<file path="config.mk">
export PLATFORM = sky130hd
export DESIGN_NAME = iterative_alu
export DESIGN_NICKNAME = d
export VERILOG_FILES = /design/src/rtl/iterative_alu.sv
export SDC_FILE = /design/constraint.sdc
export NUM_CORES = 1
export LEC_CHECK = 0
export CAP_MARGIN = 25
export CELL_PAD_IN_SITES_DETAIL_PLACEMENT = 0
export CELL_PAD_IN_SITES_GLOBAL_PLACEMENT = 1
export CORE_MARGIN = 4
export CORE_UTILIZATION = 30
export CTS_CLUSTER_SIZE = 20
export DETAILED_ROUTE_END_ITERATION = 8
export GPL_TIMING_DRIVEN = 0
export PLACE_DENSITY = 0.74
export SKIP_CTS_REPAIR_TIMING = 1
export SLEW_MARGIN = 30
export SYNTH_ARGS = -nofsm -noshare
export SYNTH_HDL_FRONTEND = slang
export SYNTH_SLANG_ARGS = --single-unit
</file>
<file path="constraint.sdc">
create_clock -name clk -period 3.2 [get_ports clk]
set_input_delay 0.32 -clock clk [delete_from_list [all_inputs] [get_ports clk]]
set_output_delay 0.32 -clock clk [all_outputs]
set_load 0.03 [all_outputs]
</file>
<file path="src/rtl/iterative_alu.sv">
// ---------------------------------------------------------------------------
// iterative_alu
//
// Execute-stage ALU driven by the 4-bit alu_sel code from the ALU control
// decoder. Logic, arithmetic and compare operations complete in one cycle.
// Shifts walk one bit position per cycle, so a long shift stalls the pipeline
// through the valid/ready handshakes on both sides. Branch flags (zero,
// carry, overflow, sign) are produced alongside every result.
//
// Ports
//   clk            clock, all state updates on the rising edge
//   rst            synchronous active-high reset
//   in_valid       operation offered by the producer
//   in_ready       unit can accept an operation (only while IDLE)
//   alu_sel        operation code
//   op_a, op_b     operands (op_b also carries the shift amount / LUI value)
//   out_valid      result and flags are valid (DONE state)
//   out_ready      consumer takes the result
//   result         operation result
//   zero_flag      result == 0
//   carry_flag     carry-out for ADD, no-borrow for SUB
//   overflow_flag  signed overflow for ADD/SUB
//   sign_flag      result MSB
//   illegal_op     alu_sel was not a defined code
//   busy           unit is not IDLE
// ---------------------------------------------------------------------------
module iterative_alu #(
   parameter int XLEN = 32,
   parameter int SHW  = 5
) (
   input  logic            clk,
   input  logic            rst,
   input  logic            in_valid,
   output logic            in_ready,
   input  logic [3:0]      alu_sel,
   input  logic [XLEN-1:0] op_a,
   input  logic [XLEN-1:0] op_b,
   output logic            out_valid,
   input  logic            out_ready,
   output logic [XLEN-1:0] result,
   output logic            zero_flag,
   output logic            carry_flag,
   output logic            overflow_flag,
   output logic            sign_flag,
   output logic            illegal_op,
   output logic            busy
);

   localparam logic [3:0] OP_ADD   = 4'b0000;
   localparam logic [3:0] OP_SUB   = 4'b0001;
   localparam logic [3:0] OP_PASSB = 4'b0010;
   localparam logic [3:0] OP_OR    = 4'b0100;
   localparam logic [3:0] OP_AND   = 4'b0101;
   localparam logic [3:0] OP_XOR   = 4'b0111;
   localparam logic [3:0] OP_SLL   = 4'b1000;
   localparam logic [3:0] OP_SRL   = 4'b1001;
   localparam logic [3:0] OP_SRA   = 4'b1010;
   localparam logic [3:0] OP_SLT   = 4'b1101;
   localparam logic [3:0] OP_SLTU  = 4'b1111;

   typedef enum logic [1:0] {
      IDLE,
      SHIFT,
      DONE
   } state_t;

   state_t            state;
   state_t            state_next;

   logic [XLEN-1:0]   work;
   logic [SHW-1:0]    count;
   logic [1:0]        shift_kind;

   logic              accept;
   logic              is_shift;
   logic [SHW-1:0]    shamt;

   logic [XLEN:0]     add_sum;
   logic [XLEN:0]     sub_sum;
   logic [XLEN-1:0]   alu_res;
   logic              alu_carry;
   logic              alu_ovf;
   logic              alu_ill;
   logic [XLEN-1:0]   shift_step;

   assign in_ready  = (state == IDLE);
   assign out_valid = (state == DONE);
   assign busy      = (state != IDLE);
   assign accept    = in_valid & in_ready;
   assign shamt     = op_b[SHW-1:0];
   assign is_shift  = (alu_sel == OP_SLL) || (alu_sel == OP_SRL) || (alu_sel == OP_SRA);

   // Single-cycle datapath on the live inputs. Only sampled in the accept
   // cycle, which is what makes later input changes irrelevant. SUB is done
   // as A + ~B + 1 so its carry-out reads directly as "no borrow". A shift
   // by zero degenerates to passing op_a straight through.
   always_comb begin
      alu_res   = '0;
      alu_carry = 1'b0;
      alu_ovf   = 1'b0;
      alu_ill   = 1'b0;
      add_sum   = {1'b0, op_a} + {1'b0, op_b};
      sub_sum   = {1'b0, op_a} + {1'b0, ~op_b} + {{XLEN{1'b0}}, 1'b1};
      case (alu_sel)
         OP_ADD: begin
            alu_res   = add_sum[XLEN-1:0];
            alu_carry = add_sum[XLEN];
            alu_ovf   = (op_a[XLEN-1] == op_b[XLEN-1]) && (add_sum[XLEN-1] != op_a[XLEN-1]);
         end
         OP_SUB: begin
            alu_res   = sub_sum[XLEN-1:0];
            alu_carry = sub_sum[XLEN];
            alu_ovf   = (op_a[XLEN-1] != op_b[XLEN-1]) && (sub_sum[XLEN-1] != op_a[XLEN-1]);
         end
         OP_PASSB: alu_res = op_b;
         OP_OR:    alu_res = op_a | op_b;
         OP_AND:   alu_res = op_a & op_b;
         OP_XOR:   alu_res = op_a ^ op_b;
         OP_SLL, OP_SRL, OP_SRA: alu_res = op_a;
         OP_SLT:   alu_res = {{(XLEN-1){1'b0}}, ($signed(op_a) < $signed(op_b))};
         OP_SLTU:  alu_res = {{(XLEN-1){1'b0}}, (op_a < op_b)};
         default:  alu_ill = 1'b1;
      endcase
   end

   // One-bit step of the iterative shifter. shift_kind is the low two bits
   // of the captured shift opcode: 00 SLL, 01 SRL, 10 SRA.
   always_comb begin
      shift_step = work;
      case (shift_kind)
         2'b00:   shift_step = {work[XLEN-2:0], 1'b0};
         2'b01:   shift_step = {1'b0, work[XLEN-1:1]};
         2'b10:   shift_step = {work[XLEN-1], work[XLEN-1:1]};
         default: shift_step = work;
      endcase
   end

   // Next-state logic. A shift with a non-zero amount spends exactly shamt
   // cycles in SHIFT; the cycle with count == 1 applies the last step and
   // moves to DONE, giving shamt+1 cycles from accept to out_valid.
   always_comb begin
      state_next = state;
      case (state)
         IDLE: begin
            if (accept) begin
               if (is_shift && (shamt != '0)) begin
                  state_next = SHIFT;
               end else begin
                  state_next = DONE;
               end
            end
         end
         SHIFT: begin
            if (count == SHW'(1)) begin
               state_next = DONE;
            end
         end
         DONE: begin
            if (out_ready) begin
               state_next = IDLE;
            end
         end
         default: state_next = IDLE;
      endcase
   end

   // State register. Reset drops any in-flight operation back to IDLE.
   always_ff @(posedge clk) begin
      if (rst) begin
         state <= IDLE;
      end else begin
         state <= state_next;
      end
   end

   // Result, flags and shifter working registers. Results load either at
   // accept (single-cycle ops and zero-length shifts) or on the final shift
   // step, and are otherwise held so DONE presents a stable value under
   // backpressure.
   always_ff @(posedge clk) begin
      if (rst) begin
         result        <= '0;
         zero_flag     <= 1'b0;
         carry_flag    <= 1'b0;
         overflow_flag <= 1'b0;
         sign_flag     <= 1'b0;
         illegal_op    <= 1'b0;
         work          <= '0;
         count         <= '0;
         shift_kind    <= 2'b00;
      end else begin
         case (state)
            IDLE: begin
               if (accept) begin
                  if (is_shift && (shamt != '0)) begin
                     work       <= op_a;
                     count      <= shamt;
                     shift_kind <= alu_sel[1:0];
                  end else begin
                     result        <= alu_res;
                     zero_flag     <= (alu_res == '0);
                     carry_flag    <= alu_carry;
                     overflow_flag <= alu_ovf;
                     sign_flag     <= alu_res[XLEN-1];
                     illegal_op    <= alu_ill;
                  end
               end
            end
            SHIFT: begin
               work  <= shift_step;
               count <= count - SHW'(1);
               if (count == SHW'(1)) begin
                  result        <= shift_step;
                  zero_flag     <= (shift_step == '0);
                  carry_flag    <= 1'b0;
                  overflow_flag <= 1'b0;
                  sign_flag     <= shift_step[XLEN-1];
                  illegal_op    <= 1'b0;
               end
            end
            default: begin
            end
         endcase
      end
   end

endmodule

</file>
==> run_summary.xml <==
<?xml version="1.0" encoding="UTF-8"?>
<metrics>
  <group name="route">
    <metric name="wl_per_cell" unit="um">26.07</metric>
    <metric name="ant_nets" unit="">0</metric>
    <metric name="detailedRoute.firstPassIterationCount" unit="">6</metric>
    <metric name="drt_wl_total" unit="mm">57.73</metric>
    <metric name="routed_via_density" unit="">6.313</metric>
    <metric name="drc" unit="">0</metric>
    <metric name="dr.first_iter.drc_count" unit="">1499</metric>
    <metric name="vias" unit="">13983</metric>
  </group>
  <group name="logic_synthesis">
    <metric name="syn-num-nets" unit="">1760</metric>
    <metric name="syn_area_cell" unit="um2">6.799</metric>
    <metric name="synth_edf_count" unit="">0</metric>
    <metric name="synth-warning-count" unit="">0</metric>
    <metric name="mappedNetlistArea" unit="um2">10800</metric>
    <metric name="synth.area.top_cells" unit="">sky130_fd_sc_hd__dfxtp_1 (14%), sky130_fd_sc_hd__ha_1 (11%), sky130_fd_sc_hd__nor2_1 (6.1%)</metric>
    <metric name="netlist-cell-type-count" unit="">91</metric>
    <metric name="post-synth-top-area-fraction" unit="%">14.28</metric>
    <metric name="postSynth.topFlopCell" unit="">sky130_fd_sc_hd__dfxtp_1</metric>
    <metric name="seq_area_frac_synth" unit="%">14.28</metric>
    <metric name="synth-async-reset-ratio" unit="%">0</metric>
    <metric name="synth_cells" unit="">1588</metric>
    <metric name="synth.largest_area_cell" unit="">sky130_fd_sc_hd__dfxtp_1</metric>
    <metric name="synth_seq_cells" unit="">77</metric>
  </group>
  <group name="critical_path">
    <metric name="cp.required" unit="ps">3470</metric>
    <metric name="worstSetupEndpoint" unit="">zero_flag</metric>
    <metric name="regToRegSetupSlack" unit="ps">-80</metric>
    <metric name="worst_setup_path_startpoint" unit="">alu_sel[3]</metric>
    <metric name="setup.worst_path.start_class" unit="">input pin</metric>
    <metric name="critical_path.max_fanout" unit="">10</metric>
    <metric name="worst_reg2reg_path_length_in_cells" unit="">10</metric>
    <metric name="r2r-end" unit="">zero_flag</metric>
    <metric name="cp-end-kind" unit="">flop</metric>
    <metric name="r2r-start" unit="">shift_kind[0]</metric>
    <metric name="worst_ep_arrival_time" unit="ps">3570</metric>
    <metric name="timing_worst_setup_path_type" unit="">in2reg</metric>
  </group>
  <group name="timing">
    <metric name="timing.final.hold_violations" unit="">0</metric>
    <metric name="fin_skew" unit="ps">12.69</metric>
    <metric name="relSlewSlack" unit="%">43.27</metric>
    <metric name="final_period_minus_worst_setup_slack" unit="ps">3302</metric>
    <metric name="rsz0062_at_grt" unit="">yes</metric>
    <metric name="timing_worst_slew_pin_value" unit="ps">851.0</metric>
    <metric name="timing.final.setup_violations" unit="">4</metric>
    <metric name="timing_max_transition_violations_final" unit="">0</metric>
    <metric name="clock.fmax" unit="MHz">302.9</metric>
    <metric name="postLayoutSetupSlackWorst" unit="ps">-101.9</metric>
    <metric name="hold_ws" unit="ps">301.1</metric>
    <metric name="tcrit_tclk_final" unit="%">103.2</metric>
  </group>
  <group name="place">
    <metric name="dp_slack" unit="ps">-2023</metric>
    <metric name="gp_congestion" unit="">1.022</metric>
    <metric name="dp_cells" unit="">2158</metric>
    <metric name="dpl.hpwl" unit="mm">45.32</metric>
    <metric name="numPortBuffers" unit="">109</metric>
  </group>
  <group name="global_route">
    <metric name="groute.usage.overall" unit="%">27.39</metric>
    <metric name="via_count_of_the_first_global_routing_pass" unit="">12938</metric>
    <metric name="global_route.peak_usage_layer" unit="">met2</metric>
    <metric name="grt-ovfl-total" unit="">0</metric>
    <metric name="grt_start_max_net_pins" unit="">16</metric>
    <metric name="grt_use_met2" unit="%">44.87</metric>
    <metric name="gr-usage-met3" unit="%">5.156</metric>
    <metric name="met1_routing_resource_usage_after_global_routing" unit="%">35.32</metric>
    <metric name="grt_first_pass_wirelength" unit="mm">82.25</metric>
    <metric name="antenna_found_initial" unit="">0</metric>
  </group>
  <group name="power_and_ir_drop">
    <metric name="p_sw" unit="W">0.002108</metric>
    <metric name="p_leak" unit="nW">5.536</metric>
    <metric name="power.share.clock" unit="%">23.2</metric>
    <metric name="internal_power_summed_over_all_cells" unit="W">0.002581</metric>
    <metric name="swShare" unit="%">44.96</metric>
    <metric name="comb_power_share" unit="%">53.1</metric>
    <metric name="power.sequential.fraction" unit="%">23.6</metric>
    <metric name="irDropWorstVdd" unit="uV">350.2</metric>
    <metric name="cellPowerDensity" unit="nW/um2">326.5</metric>
  </group>
  <group name="final_layout">
    <metric name="fillers" unit="">3764</metric>
    <metric name="fraction_of_final_layout_cells_sized_beyond_drive_strength_1" unit="%">20.01</metric>
    <metric name="layout.cells.most_common" unit="">sky130_fd_sc_hd__nor2_1</metric>
    <metric name="mostFrequentLayoutCells" unit="">sky130_fd_sc_hd__nor2_1 (166), sky130_fd_sc_hd__nand2_1 (146), sky130_fd_sc_hd__o21ai_0 (97)</metric>
    <metric name="final_util" unit="%">40.37</metric>
    <metric name="fin_cells" unit="">2215</metric>
    <metric name="antenna_cells" unit="">0</metric>
    <metric name="syn_to_final_growth" unit="%">32.99</metric>
    <metric name="layout.nets" unit="">1921</metric>
  </group>
  <group name="status">
    <metric name="failed_checks" unit="">negative setup slack</metric>
    <metric name="outcome" unit="">finished, violations left</metric>
  </group>
  <group name="clock_network">
    <metric name="max-clock-path-buffers" unit="">2</metric>
    <metric name="tritoncts" unit="">done</metric>
    <metric name="clock_tree.htree_level_count" unit="">3</metric>
    <metric name="cts_root_buffer" unit="">sky130_fd_sc_hd__clkbuf_16</metric>
    <metric name="clk_latency" unit="ps">350</metric>
    <metric name="path_clk_slew" unit="ps">70</metric>
    <metric name="cts_buf_count" unit="">9</metric>
    <metric name="tritoncts_num_sinks" unit="">77</metric>
  </group>
  <group name="floorplan">
    <metric name="dieHeight" unit="um">197.7</metric>
    <metric name="die-area" unit="um2">39090</metric>
    <metric name="rows" unit="">69</metric>
    <metric name="core_area" unit="um2">35570</metric>
    <metric name="die_w" unit="um">197.7</metric>
    <metric name="initial_utilization" unit="%">30.35</metric>
    <metric name="io_pins" unit="">112</metric>
  </group>
  <group name="hold_path">
    <metric name="hold_path_class" unit="">in2reg</metric>
  </group>
  <group name="run">
    <metric name="maxCapViolCount" unit="">0</metric>
  </group>
</metrics>
==> how the worst min path moves through the flow <==
stage	from	to	slack [ps]	cells past startpoint
6_report	op_a[2]	work[2]	300	3
5_1_grt	op_a[2]	work[2]	310	3
4_1_cts	carry_flag	carry_flag	470	1
3_5_place_dp	carry_flag	carry_flag	450	1
3_3_place_gp	carry_flag	carry_flag	450	1
2_1_floorplan	work[0]	work[0]	440	2
==> synth_stat cells (18+ instances only) <==
cell type / instances
sky130_fd_sc_hd__a211oi_1: 45
sky130_fd_sc_hd__nor3_1: 60
sky130_fd_sc_hd__a21o_1: 20
sky130_fd_sc_hd__nand3_1: 26
sky130_fd_sc_hd__nand2_1: 154
sky130_fd_sc_hd__a31oi_1: 18
sky130_fd_sc_hd__nor2_1: 176
sky130_fd_sc_hd__nor4_1: 29
sky130_fd_sc_hd__a22oi_1: 20
sky130_fd_sc_hd__ha_1: 98
sky130_fd_sc_hd__nand2b_1: 38
sky130_fd_sc_hd__buf_2: 27
sky130_fd_sc_hd__o31ai_1: 21
sky130_fd_sc_hd__inv_1: 102
sky130_fd_sc_hd__a21oi_1: 97
sky130_fd_sc_hd__dfxtp_1: 77
sky130_fd_sc_hd__nor2b_1: 20
sky130_fd_sc_hd__o211ai_1: 49
sky130_fd_sc_hd__clkbuf_1: 84
sky130_fd_sc_hd__o21ai_0: 111
sky130_fd_sc_hd__a311oi_1: 36
==> kinds of logic after synthesis <==
logic type	after synthesis	share of synthesized area, %
AND/OR/NAND/NOR	607	27.52
AO/OA/AOI/OAI	567	36.90
buffers and inverters	223	8.344
adder cells (fa/ha/maj)	100	11.73
flip-flops	77	14.28
multiplexers	8	0.7417
XOR/XNOR	6	0.4867
==> routing by layer <==
layer  wire [um]  vias up
li1            -     6245
met1       23270     6760
met2       26280      802
met3        5375      176
met4        2812        0
met5           0        -
==> critical path: stages <==
cell and delay [ps]:
sky130_fd_sc_hd__clkbuf_2 190, sky130_fd_sc_hd__clkbuf_4 240, sky130_fd_sc_hd__inv_1 170, sky130_fd_sc_hd__nand3_1 170
sky130_fd_sc_hd__buf_2 360, sky130_fd_sc_hd__clkbuf_4 380, sky130_fd_sc_hd__a211oi_1 110, sky130_fd_sc_hd__a221oi_2 330
sky130_fd_sc_hd__nand4_1 160, sky130_fd_sc_hd__nor4_2 330, sky130_fd_sc_hd__nand4_1 270, sky130_fd_sc_hd__nor3_2 210
sky130_fd_sc_hd__nand3_1 110, sky130_fd_sc_hd__o31ai_1 190
==> layout make-up <==
cell class / instances / area (um2) / area share, %
Buffer: 115 / 605.6 / 4.217
Multi-Input combinational cell: 1288 / 9489 / 66.09
Clock inverter: 7 / 80.08 / 0.5577
Clock buffer: 9 / 225.2 / 1.568
Inverter: 102 / 395.4 / 2.754
Timing Repair Buffer: 156 / 1445 / 10.06
Sequential cell: 77 / 1541 / 10.74
Tap cell: 461 / 576.8 / 4.017
==> sequential cells by signal, indices dropped and copies added, names as in the netlist <==
name,count
result,32
work,32
count,5
shift_kind,2
state,2
carry_flag,1
illegal_op,1
overflow_flag,1
zero_flag,1
==> through the flow <==
| step | area (um2) | total power, W | setup TNS [ps] |
|---|---|---|---|
| 4_1_cts | 12780 | 0.004261 | -32750 |
| 3_3_place_gp | 12460 | 0.003177 | -46010 |
| 5_1_grt | 14360 | 0.004876 | -556.5 |
| 2_1_floorplan | 10800 | 0.002367 | 0 |
| 3_5_place_dp | 12470 | 0.003181 | -48980 |
| 6_report | 14360 | 0.004689 | -238.0 |
==> power groups by stage <==
stage | clock network, W | registers (W) | logic, W
2_1_floorplan | 0 | 0.00120 | 0.00117
3_3_place_gp | 0 | 0.00113 | 0.00205
3_5_place_dp | 0 | 0.00113 | 0.00205
4_1_cts | 0.00109 | 0.00111 | 0.00206
5_1_grt | 0.00113 | 0.00112 | 0.00263
6_report | 0.00109 | 0.00111 | 0.00249
(Power assumes the default switching activity.)
